`config.mk`:
```
export PLATFORM = sky130hd
export DESIGN_NAME = display_scanner
export DESIGN_NICKNAME = d
export VERILOG_FILES = /design/src/rtl/display_scanner.sv
export SDC_FILE = /design/constraint.sdc
export NUM_CORES = 1
export LEC_CHECK = 0
export CAP_MARGIN = 40
export CORE_MARGIN = 1.5
export CORE_UTILIZATION = 40
export DETAILED_ROUTE_END_ITERATION = 10
export GPL_TIMING_DRIVEN = 0
export HOLD_SLACK_MARGIN = 0.02
export PLACE_DENSITY = 0.67
export SLEW_MARGIN = 30
export SYNTH_ARGS = -nofsm -noshare
export SYNTH_HDL_FRONTEND = slang
export SYNTH_SLANG_ARGS = --single-unit
```
`constraint.sdc`:
```
create_clock -name clk -period 6 [get_ports clk]
set_clock_uncertainty 0.15 [all_clocks]
set_input_delay 0.9 -clock clk [delete_from_list [all_inputs] [get_ports clk]]
set_output_delay 0.9 -clock clk [all_outputs]
set_load 0.05 [all_outputs]
```
`src/rtl/display_scanner.sv`:
```
// Multiplexed hex display scanner: time-shares one 7-segment bus across
// NUM_DIGITS active-low digit enables, with blanking gaps and tear-free frame updates.
module display_scanner #(
  parameter int NUM_DIGITS  = 4,
  parameter int DWELL       = 10000,
  parameter int DEAD_CYCLES = 100
) (
  input  logic                    clk,
  input  logic                    reset,
  input  logic [4*NUM_DIGITS-1:0] digits,
  input  logic [NUM_DIGITS-1:0]   blank_mask,
  input  logic                    load,
  output logic                    busy,
  output logic [6:0]              seg,
  output logic [NUM_DIGITS-1:0]   an,
  output logic                    frame_done
);

  localparam int CNT_MAX = (DWELL > DEAD_CYCLES) ? DWELL : DEAD_CYCLES;
  localparam int CNT_W   = $clog2(CNT_MAX + 1);
  localparam int IDX_W   = (NUM_DIGITS > 1) ? $clog2(NUM_DIGITS) : 1;

  localparam logic [CNT_W-1:0]      DWELL_LAST = CNT_W'(DWELL - 1);
  localparam logic [CNT_W-1:0]      DEAD_LAST  = CNT_W'(DEAD_CYCLES - 1);
  localparam logic [IDX_W-1:0]      IDX_LAST   = IDX_W'(NUM_DIGITS - 1);
  localparam logic [NUM_DIGITS-1:0] AN_OFF     = {NUM_DIGITS{1'b1}};
  localparam logic [NUM_DIGITS-1:0] AN_BIT0    = NUM_DIGITS'(1);
  localparam logic [6:0]            SEG_OFF    = 7'b1111111;

  typedef enum logic [0:0] {
    ST_SHOW = 1'b0,
    ST_DEAD = 1'b1
  } state_t;

  state_t                  state_r;
  logic [CNT_W-1:0]        cnt_r;
  logic [IDX_W-1:0]        idx_r;
  logic [4*NUM_DIGITS-1:0] shadow_dig_r;
  logic [NUM_DIGITS-1:0]   shadow_blank_r;
  logic [4*NUM_DIGITS-1:0] pend_dig_r;
  logic [NUM_DIGITS-1:0]   pend_blank_r;

  logic                    show_end_s;
  logic                    dead_end_s;
  logic                    commit_s;
  logic [IDX_W-1:0]        idx_next_s;
  logic [4*NUM_DIGITS-1:0] new_dig_s;
  logic [NUM_DIGITS-1:0]   new_blank_s;
  logic [3:0]              nib_s;
  logic                    blank_bit_s;
  logic [NUM_DIGITS-1:0]   an_show_s;
  logic [6:0]              seg_show_s;

  // Active-low 7-segment encoding, seg[0]=a .. seg[6]=g.
  function automatic logic [6:0] hex_to_seg(input logic [3:0] nib);
    logic [6:0] s;
    case (nib)
      4'h0:    s = 7'b1000000;
      4'h1:    s = 7'b1111001;
      4'h2:    s = 7'b0100100;
      4'h3:    s = 7'b0110000;
      4'h4:    s = 7'b0011001;
      4'h5:    s = 7'b0010010;
      4'h6:    s = 7'b0000010;
      4'h7:    s = 7'b1111000;
      4'h8:    s = 7'b0000000;
      4'h9:    s = 7'b0010000;
      4'hA:    s = 7'b0001000;
      4'hB:    s = 7'b0000011;
      4'hC:    s = 7'b1000110;
      4'hD:    s = 7'b0100001;
      4'hE:    s = 7'b0000110;
      4'hF:    s = 7'b0001110;
      default: s = 7'b1111111;
    endcase
    return s;
  endfunction

  // Phase-end detection, commit decision and the digit pattern for the next SHOW slot.
  // The pattern looks through the commit so a freshly committed frame shows with no lag.
  always_comb begin
    show_end_s  = 1'b0;
    dead_end_s  = 1'b0;
    commit_s    = 1'b0;
    idx_next_s  = '0;
    new_dig_s   = shadow_dig_r;
    new_blank_s = shadow_blank_r;
    if ((state_r == ST_SHOW) && (cnt_r == DWELL_LAST)) begin
      show_end_s = 1'b1;
    end else begin
      show_end_s = 1'b0;
    end
    if ((state_r == ST_DEAD) && (cnt_r == DEAD_LAST)) begin
      dead_end_s = 1'b1;
    end else begin
      dead_end_s = 1'b0;
    end
    if (idx_r == IDX_LAST) begin
      idx_next_s = '0;
      commit_s   = dead_end_s;
    end else begin
      idx_next_s = idx_r + IDX_W'(1);
      commit_s   = 1'b0;
    end
    if (commit_s && load) begin
      new_dig_s   = digits;
      new_blank_s = blank_mask;
    end else if (commit_s && busy) begin
      new_dig_s   = pend_dig_r;
      new_blank_s = pend_blank_r;
    end else begin
      new_dig_s   = shadow_dig_r;
      new_blank_s = shadow_blank_r;
    end
  end

  // Decode of the selected digit for the upcoming SHOW slot.
  always_comb begin
    nib_s       = new_dig_s[{idx_next_s, 2'b00} +: 4];
    blank_bit_s = new_blank_s[idx_next_s];
    an_show_s   = ~(AN_BIT0 << idx_next_s);
    seg_show_s  = hex_to_seg(nib_s);
  end

  // Pending/shadow double buffer: shadow moves only on commit edges, so a frame never tears.
  always_ff @(posedge clk or negedge reset) begin
    if (!reset) begin
      shadow_dig_r   <= '0;
      shadow_blank_r <= '0;
      pend_dig_r     <= '0;
      pend_blank_r   <= '0;
      busy           <= 1'b0;
    end else if (commit_s) begin
      shadow_dig_r   <= new_dig_s;
      shadow_blank_r <= new_blank_s;
      busy           <= 1'b0;
    end else if (load) begin
      pend_dig_r     <= digits;
      pend_blank_r   <= blank_mask;
      busy           <= 1'b1;
    end else begin
      busy           <= busy;
    end
  end

  // Scan FSM; seg/an/frame_done change on the same edge as the state they describe.
  always_ff @(posedge clk or negedge reset) begin
    if (!reset) begin
      state_r    <= ST_DEAD;
      cnt_r      <= '0;
      idx_r      <= IDX_LAST;
      an         <= AN_OFF;
      seg        <= SEG_OFF;
      frame_done <= 1'b0;
    end else begin
      frame_done <= commit_s;
      case (state_r)
        ST_SHOW: begin
          if (show_end_s) begin
            state_r <= ST_DEAD;
            cnt_r   <= '0;
            an      <= AN_OFF;
            seg     <= SEG_OFF;
          end else begin
            cnt_r   <= cnt_r + CNT_W'(1);
          end
        end
        ST_DEAD: begin
          if (dead_end_s) begin
            state_r <= ST_SHOW;
            cnt_r   <= '0;
            idx_r   <= idx_next_s;
            if (blank_bit_s) begin
              an  <= AN_OFF;
              seg <= SEG_OFF;
            end else begin
              an  <= an_show_s;
              seg <= seg_show_s;
            end
          end else begin
            cnt_r   <= cnt_r + CNT_W'(1);
          end
        end
        default: begin
          state_r <= ST_DEAD;
          cnt_r   <= '0;
          an      <= AN_OFF;
          seg     <= SEG_OFF;
        end
      endcase
    end
  end

endmodule

```
==> results of run 1 <==
[power groups by stage]
stage | logic [W] | clock network (W) | registers, W
3_5_place_dp | 0.0000526 | 0 | 0.000502
6_report | 0.0000515 | 0.000392 | 0.000494
5_1_grt | 0.0000568 | 0.000423 | 0.000495
2_1_floorplan | 0.0000204 | 0 | 0.000500
3_3_place_gp | 0.0000498 | 0 | 0.000502
4_1_cts | 0.0000526 | 0.000399 | 0.000493
[cells in the final DEF, fill, tap and decap left out, types with 3 or more instances in the layout]
cell             count
o221ai_1             4
buf_4                4
or2_2                3
dfstp_2             14
mux2_2              21
nand4_1              3
a21oi_1             17
o22ai_1              9
clkdlybuf4s50_1     33
nor3_1               6
o32a_1               8
buf_2                4
or4_1                5
o21ai_0             11
a31oi_1              6
clkbuf_1            17
nand2_1             22
xnor2_1              7
nand3_1             14
nand3b_1             4
dfrtp_1             56
clkbuf_8            11
nor2_1              39
ha_1                12
and3_1               3
mux2i_1              5
o221a_2              4
xor2_1               5
inv_1               13
[metrics by stage]
stage / utilization, % / cells / power [W] / area, sq um
3_3_place_gp: 47.4 / 497 / 0.000552 / 4190
5_1_grt: 49.8 / 514 / 0.000975 / 4410
3_5_place_dp: 47.6 / 498 / 0.000555 / 4210
2_1_floorplan: - / 355 / 0.000521 / 3710
4_1_cts: 49.8 / 514 / 0.000945 / 4410
6_report: 49.8 / 514 / 0.000938 / 4410
[area by class of cell]
cell class                      instances  share of cell area [%]
Timing Repair Buffer                   35                    8.12
Tap cell                              108                    3.06
Clock buffer                           13                    3.60
Sequential cell                        70                    40.1
Clock inverter                          3                   0.965
Multi-Input combinational cell        247                    40.4
Inverter                               14                    1.19
Buffer                                 24                    2.58
[kinds of logic (layout without fill, tap and decap cells)]
| group | count (synthesis) | after routing | synth area share, % |
|---|---|---|---|
| AOI/OAI and AO/OA | 82 | 82 | 16.5 |
| xor gates and xnor gates | 12 | 12 | 2.83 |
| adders and majority gates | 12 | 12 | 4.04 |
| buffers and inverters | 38 | 89 | 4.48 |
| DFF | 70 | 70 | 47.6 |
| muxes | 28 | 28 | 8.93 |
| and+or+nand+nor | 113 | 113 | 15.6 |
[path summary, 6_finish.rpt]
kind                                    start                      endpoint  slack (ps)  cells after the start
min in group asynchronous               reset  shadow_dig_r[12]$_DFFE_PN0N_         350                      1
max in group asynchronous               reset            seg[2]$_DFFE_PN1P_        4730                      2
hold reg to reg            cnt_r[0]$_DFF_PN0_            cnt_r[0]$_DFF_PN0_         310                      1
setup / recovery            state_r$_DFF_PN1_            seg[0]$_DFFE_PN1P_        1510                     11
setup reg to reg            state_r$_DFF_PN1_            seg[0]$_DFFE_PN1P_        1510                     11
hold / removal             cnt_r[0]$_DFF_PN0_            cnt_r[0]$_DFF_PN0_         310                      1
[flip-flops by register name, indices dropped and copies added (netlist names)]
signal / flops
an: 4
frame_done: 1
seg: 7
pend_blank_r: 4
busy: 1
idx_r: 2
cnt_r: 14
shadow_dig_r: 16
state_r: 1
pend_dig_r: 16
shadow_blank_r: 4
[layer usage]
layer	share of wire [%]	track usage, %	vias to the layer above
li1	-	-	1403
met1	47	25.5	1486
met2	47	29.5	100
met3	4.2	2.74	13
met4	1.1	6.50	0
met5	0	0	-
==> results.md, run 1 <==
* CP delay by family, top: simple AND/OR/NAND/NOR gates
* Min cycle time layout at 4490 ps
* Headroom to the max-slew limit at 54.8%
* Drt via density at 5.84
* Synth Flop Type: dfrtp_1
* Synth area leader: dfrtp_1
* Req. time, crit path at 6110 ps
* GPL Wtd Cong at 0.888
* Ys Warns at 0
* Lkg Pwr at 1.88 nW
* Sequential cell area at 1770 sq um
* Gate Count Post-Synth at 355
* Port bufs at 34
* Global route total overflow at 0
* Run status: completed
* Setup WS pre-CTS at 1500 ps
* Initial Util at 42.0%
* CP Class: reg -> reg
* Crit path setup slack, layout at 1510 ps
* Gate power share at 5.5%
* Sw Share at 22.4%
* Post-Route Setup TNS at 0 ps
* H-tree depth at 3
* Final period util at 74.9%
* Drt first pass iters at 5
* Area Growth Syn to Fin at 18.7%
* Clock power frac at 41.9%
* Clock buffer depth at 2
* Filler cell count at 854
* Setup crit end kind: flop
* Routed len/inst at 16.5 microns
* # hold bufs at CTS at 0
* Skew-Pair Late Insertion Delay at 340 ps
* Crit path max-delay cell type: or4bb_1
* Die ar. at 9870 sq um
* Slowest stage delay, CP at 590 ps
* PwrDens at 213 nW/um^2
* Vias in the first global route at 2948
* Number of max-cap violations at 0
* Int Power at 0.000728 W
* Max Fclk at 223 MHz
* Ant. Diodes at 0
* P_sw at 0.000210 W
* Synth async-reset ratio at 100%
* Avg Cell Area, Syn at 10.5 sq um
* Commonest cells in the synthesized netlist: 56 x dfrtp_1, 39 x nor2_1, 22 x nand2_1, 21 x mux2_2, 17 x a21oi_1
* Actual slew at the worst max-slew pin at 679 ps
* DR vias at 3002
* Critical Path AT at 4600 ps
* Worst-path cell chain: or4bb_1 > nor4_2 > nand3_1 > clkbuf_1 > o221ai_1 > mux4_2 > inv_1 > ha_1 > o22a_1 > or4_1 > nor4b_2
* Die width at 99.4 microns
* Synthesized cell area at 3710 sq um
* Worst Path Buf+Inv at 2
* Clock sinks at 70
* Sequential power share at 52.7%
* Ports at 36
* Iteration-0 DRC Markers at 232
* First-pass GRT wire length at 14.3 mm
* Startpoint Class: flop
* # setup viols final at 0
* Synth unique cells at 61
* Fin nets at 436
* Register area share after synthesis at 47.6%
* Rows at 34
* Largest net degree at the start of global routing at 39
* Routed Antenna Nets at 0
* RSZ-0062 raised after global routing: false
* Post-CTS Setup Bufs at 0
* #FFs+latches synth at 70
* Total track usage at 18.4%
* Share of the synthesized area in the top cell type at 37.7%
* Worst VDD drop at 102 uV
* Initial antenna violation count at 0
* CTS root buf: clkbuf_8
* Multi-input logic area at 1780 sq um
* Max-slew violations at 0
* Core area at 8850 sq um
* Min-Delay Path Class: reg -> reg
* Height of the die at 99.4 microns
* CTS tree: yes
* DPL Wire Length at 6.04 mm
* Final hold vios at 0
* CP max FO at 10
* DRC violations left at 0
* Final hold slack at 308 ps
* Area contributors post-synth: dfrtp_1 38%, dfstp_2 9.9%, mux2_2 6.4%
* Most common cell in the netlist: dfrtp_1
* CTS resizes at 0
* Routed WL at 8.50 mm
* Cts bufs inserted at 9
* Clock transition at the registers of the reported paths at 70 ps
* Post-synth EDFFs at 0
* Layout cells sized above 1 at 19.2%
* Synth Net Count at 390
No activity file was read; power rests on OpenSTA's default activity.
==> run 2, diff against run 1 <==
- PLACE_DENSITY: 0.67 -> 0.7
- clock period: 6 -> 3.9 ns (I/O delays scaled with it)
==> run 2 against run 1 <==
Compared with the run above: combinational power is 54% higher; sequential share of layout area decreased by 2.5 points; cell area rose by 6.7%; worst setup slack got worse by 1500 ps; fmax grew 16%; total power increased by 63%; register-to-register slack got worse by 1500 ps; count of clock-buffer cells in the layout did not move; sequential cell count did not move; utilization grew 3.3 points; wire length grew 6.6%; non-clock buffer count grew 14; critical endpoint unchanged; highest routed layer unchanged.
==> results.md, run 2 (synthesis results as in run 1) <==
* Run status: completed (unchanged)
* First-pass GRT wire length at 15.1 mm (was 14.3 mm)
* RSZ-0062 raised after global routing: true (was false)
* Slowest stage delay, CP at 580 ps (was 590 ps)
* Clock buffer depth at 2 (unchanged)
* Worst VDD drop at 191 uV (was 102 uV)
* Skew-Pair Late Insertion Delay at 340 ps (about the same)
* Largest registers: pend_dig_r (16), shadow_dig_r (16), cnt_r (14) (unchanged)
* Min-Delay Path Class: in -> async (was reg -> reg)
* Area Growth Syn to Fin at 26.6% (was 18.7%)
* Headroom to the max-slew limit at 52.4% (was 54.8%)
* Routed len/inst at 17.2 microns (was 16.5 microns)
* CP delay by family, top: simple AND/OR/NAND/NOR gates (unchanged)
* DPL Wire Length at 6.03 mm (was 6.04 mm)
* Height of the die at 99.4 microns (unchanged)
* Rows at 34 (unchanged)
* Total track usage at 19.2% (was 18.4%)
* PwrDens at 324 nW/um^2 (was 213 nW/um^2)
* Req. time, crit path at 4020 ps (was 6110 ps)
* Setup WS pre-CTS at -629 ps (was 1500 ps)
* Ports at 36 (unchanged)
* Filler cell count at 782 (was 854)
* Met3 Track Usage GR at 4.08% (was 2.74%)
* Worst-path cell chain: or4bb_4 > or4_4 > buf_16 > o32a_1 > o221a_2 > mux4_2 > inv_4 > ha_4 > mux2i_1 > nand2_1 > a21oi_1 > nor4b_4 (was or4bb_1 > nor4_2 > nand3_1 > clkbuf_1 > o221ai_1 > mux4_2 > inv_1 > ha_1 > o22a_1 > or4_1 > nor4b_2)
* CTS root buf: clkbuf_8 (unchanged)
* Final hold vios at 0 (unchanged)
* Critical Path AT at 3990 ps (was 4600 ps)
* GRT Max-Usage Layer: met2 (unchanged)
* GPL Wtd Cong at 0.860 (was 0.888)
* Sequential cell area at 1770 sq um (unchanged)
* Commonest cells after routing, fill and taps aside: 56 x dfrtp_1, 39 x nor2_1, 33 x clkdlybuf4s50_1 (unchanged)
* H-tree depth at 3 (unchanged)
* Crit path max-delay cell type: or4bb_4 (was or4bb_1)
* Core area at 8850 sq um (unchanged)
* Clock transition at the registers of the reported paths at 80 ps (was 70 ps)
* Clock sinks at 70 (unchanged)
* Initial Util at 42.0% (unchanged)
* CP max FO at 6 (was 10)
* Vias in the first global route at 3151 (was 2948)
* Fin nets at 450 (was 436)
* # setup viols final at 0 (unchanged)
* Routed Antenna Nets at 0 (unchanged)
* Commonest non-fill, non-tap cell in the layout: dfrtp_1 (unchanged)
* Layout cells sized above 1 at 26.2% (was 19.2%)
* Ant. Diodes at 0 (unchanged)
* Drt first pass iters at 4 (was 5)
* Initial antenna violation count at 0 (unchanged)
* Port bufs at 34 (unchanged)
* Crit path setup slack, layout at 29.8 ps (was 1510 ps)
* Met2 usage at 32.0% (was 29.5%)
* Iteration-0 DRC Markers at 274 (was 232)
* M1 GR Usage at 24.3% (was 25.5%)
* Largest net degree at the start of global routing at 37 (was 39)
* Final hold slack at 37.6 ps (was 308 ps)
* CTS tree: yes (unchanged)
* Multi-input logic area at 1880 sq um (was 1780 sq um)
* Setup crit end kind: flop (unchanged)
* Worst Path Buf+Inv at 2 (unchanged)
* DRC violations left at 0 (unchanged)
* Die width at 99.4 microns (unchanged)
* Cts bufs inserted at 9 (unchanged)
* Max Fclk at 258 MHz (was 223 MHz)
* Routed WL at 9.06 mm (was 8.50 mm)
* Actual slew at the worst max-slew pin at 714 ps (was 679 ps)
* Lkg Pwr at 2.00 nW (was 1.88 nW)
* Max-slew violations at 0 (unchanged)
* Dpl cells at 498 (unchanged)
* Final Core Density at 53.2% (was 49.8%)
* Number of max-cap violations at 0 (unchanged)
* DR vias at 3055 (was 3002)
* CP Class: reg -> reg (unchanged)
* Startpoint Class: flop (unchanged)
* Die ar. at 9870 sq um (unchanged)
* Drt via density at 5.79 (was 5.84)
* Global route total overflow at 0 (unchanged)
* Min cycle time layout at 3870 ps (was 4490 ps)
* Non-filler instance count after layout at 528 (was 514)
* Final period util at 99.2% (was 74.9%)
run 2: changes by cell type in the layout (fill, tap and decap cells not counted), sizes merged:
cell,delta
buf,+14
clkinvlp,-1
bufinv,+1
run 2: report_power, final:
group / internal (W) / leakage (nW) / switching, W
combinational: 0.0000417 / 1.02 / 0.0000377
sequential: 0.000748 / 0.861 / 0.0000120
clock: 0.000412 / 0.120 / 0.000273
run 2: repair_timing:
item / CTS / global route
endpoints found under the setup margin: 6 / 5
resized for setup: 22 / 13
buffers inserted: 8 / 6
hold buffers: 0 / 0
cloned: 1 / 0
pin swaps: 3 / 2
run 2: layer usage:
layer	vias up	share of wire (%)	wire, microns
met2	85	50	4520
met5	-	0	0
met1	1531	44	3950
met4	0	1.5	135
met3	13	5.0	453
li1	1426	-	-
run 2: stage by stage:
step	setup TNS, ps	instance area [sq um]	total power, W
2_1_floorplan	0	3710	0.000801
3_3_place_gp	-13540	4190	0.000848
3_5_place_dp	-1440	4210	0.000853
4_1_cts	0	4630	0.00154
5_1_grt	-53.5	4700	0.00157
6_report	0	4700	0.00152
run 2: worst register-to-register path: cells and delay by family, from the launching register on:
family          cells  cell delay, ps
fa+ha+maj           1             160
buf+inv             2             300
mux                 2             610
simple gates        4            1470
compound gates      3             560
flops               1             550
run 2: final cells by class:
class                   instances  area share [%]
multi-input cells             247            40.1
flip-flops and latches         70            37.6
repair buffers                 50            10.6
clock buffers                  13            3.59
well taps                     108            2.87
plain buffers                  23            2.58
clock inverters                 3            1.38
inverters                      14            1.33
run 2: path summary, 6_finish.rpt:
path                               startpoint              endpoint  slack (ps)  depth (start not counted)
max                         state_r$_DFF_PN1_    seg[0]$_DFFE_PN1P_          30                         12
min                                     reset  frame_done$_DFF_PN0_          40                          1
max reg2reg                 state_r$_DFF_PN1_    seg[0]$_DFFE_PN1P_          30                         12
min reg2reg                cnt_r[0]$_DFF_PN0_    cnt_r[0]$_DFF_PN0_         320                          1
max in group asynchronous               reset    seg[6]$_DFFE_PN1P_        2950                          2
min in group clk           cnt_r[0]$_DFF_PN0_    cnt_r[0]$_DFF_PN0_         320                          1
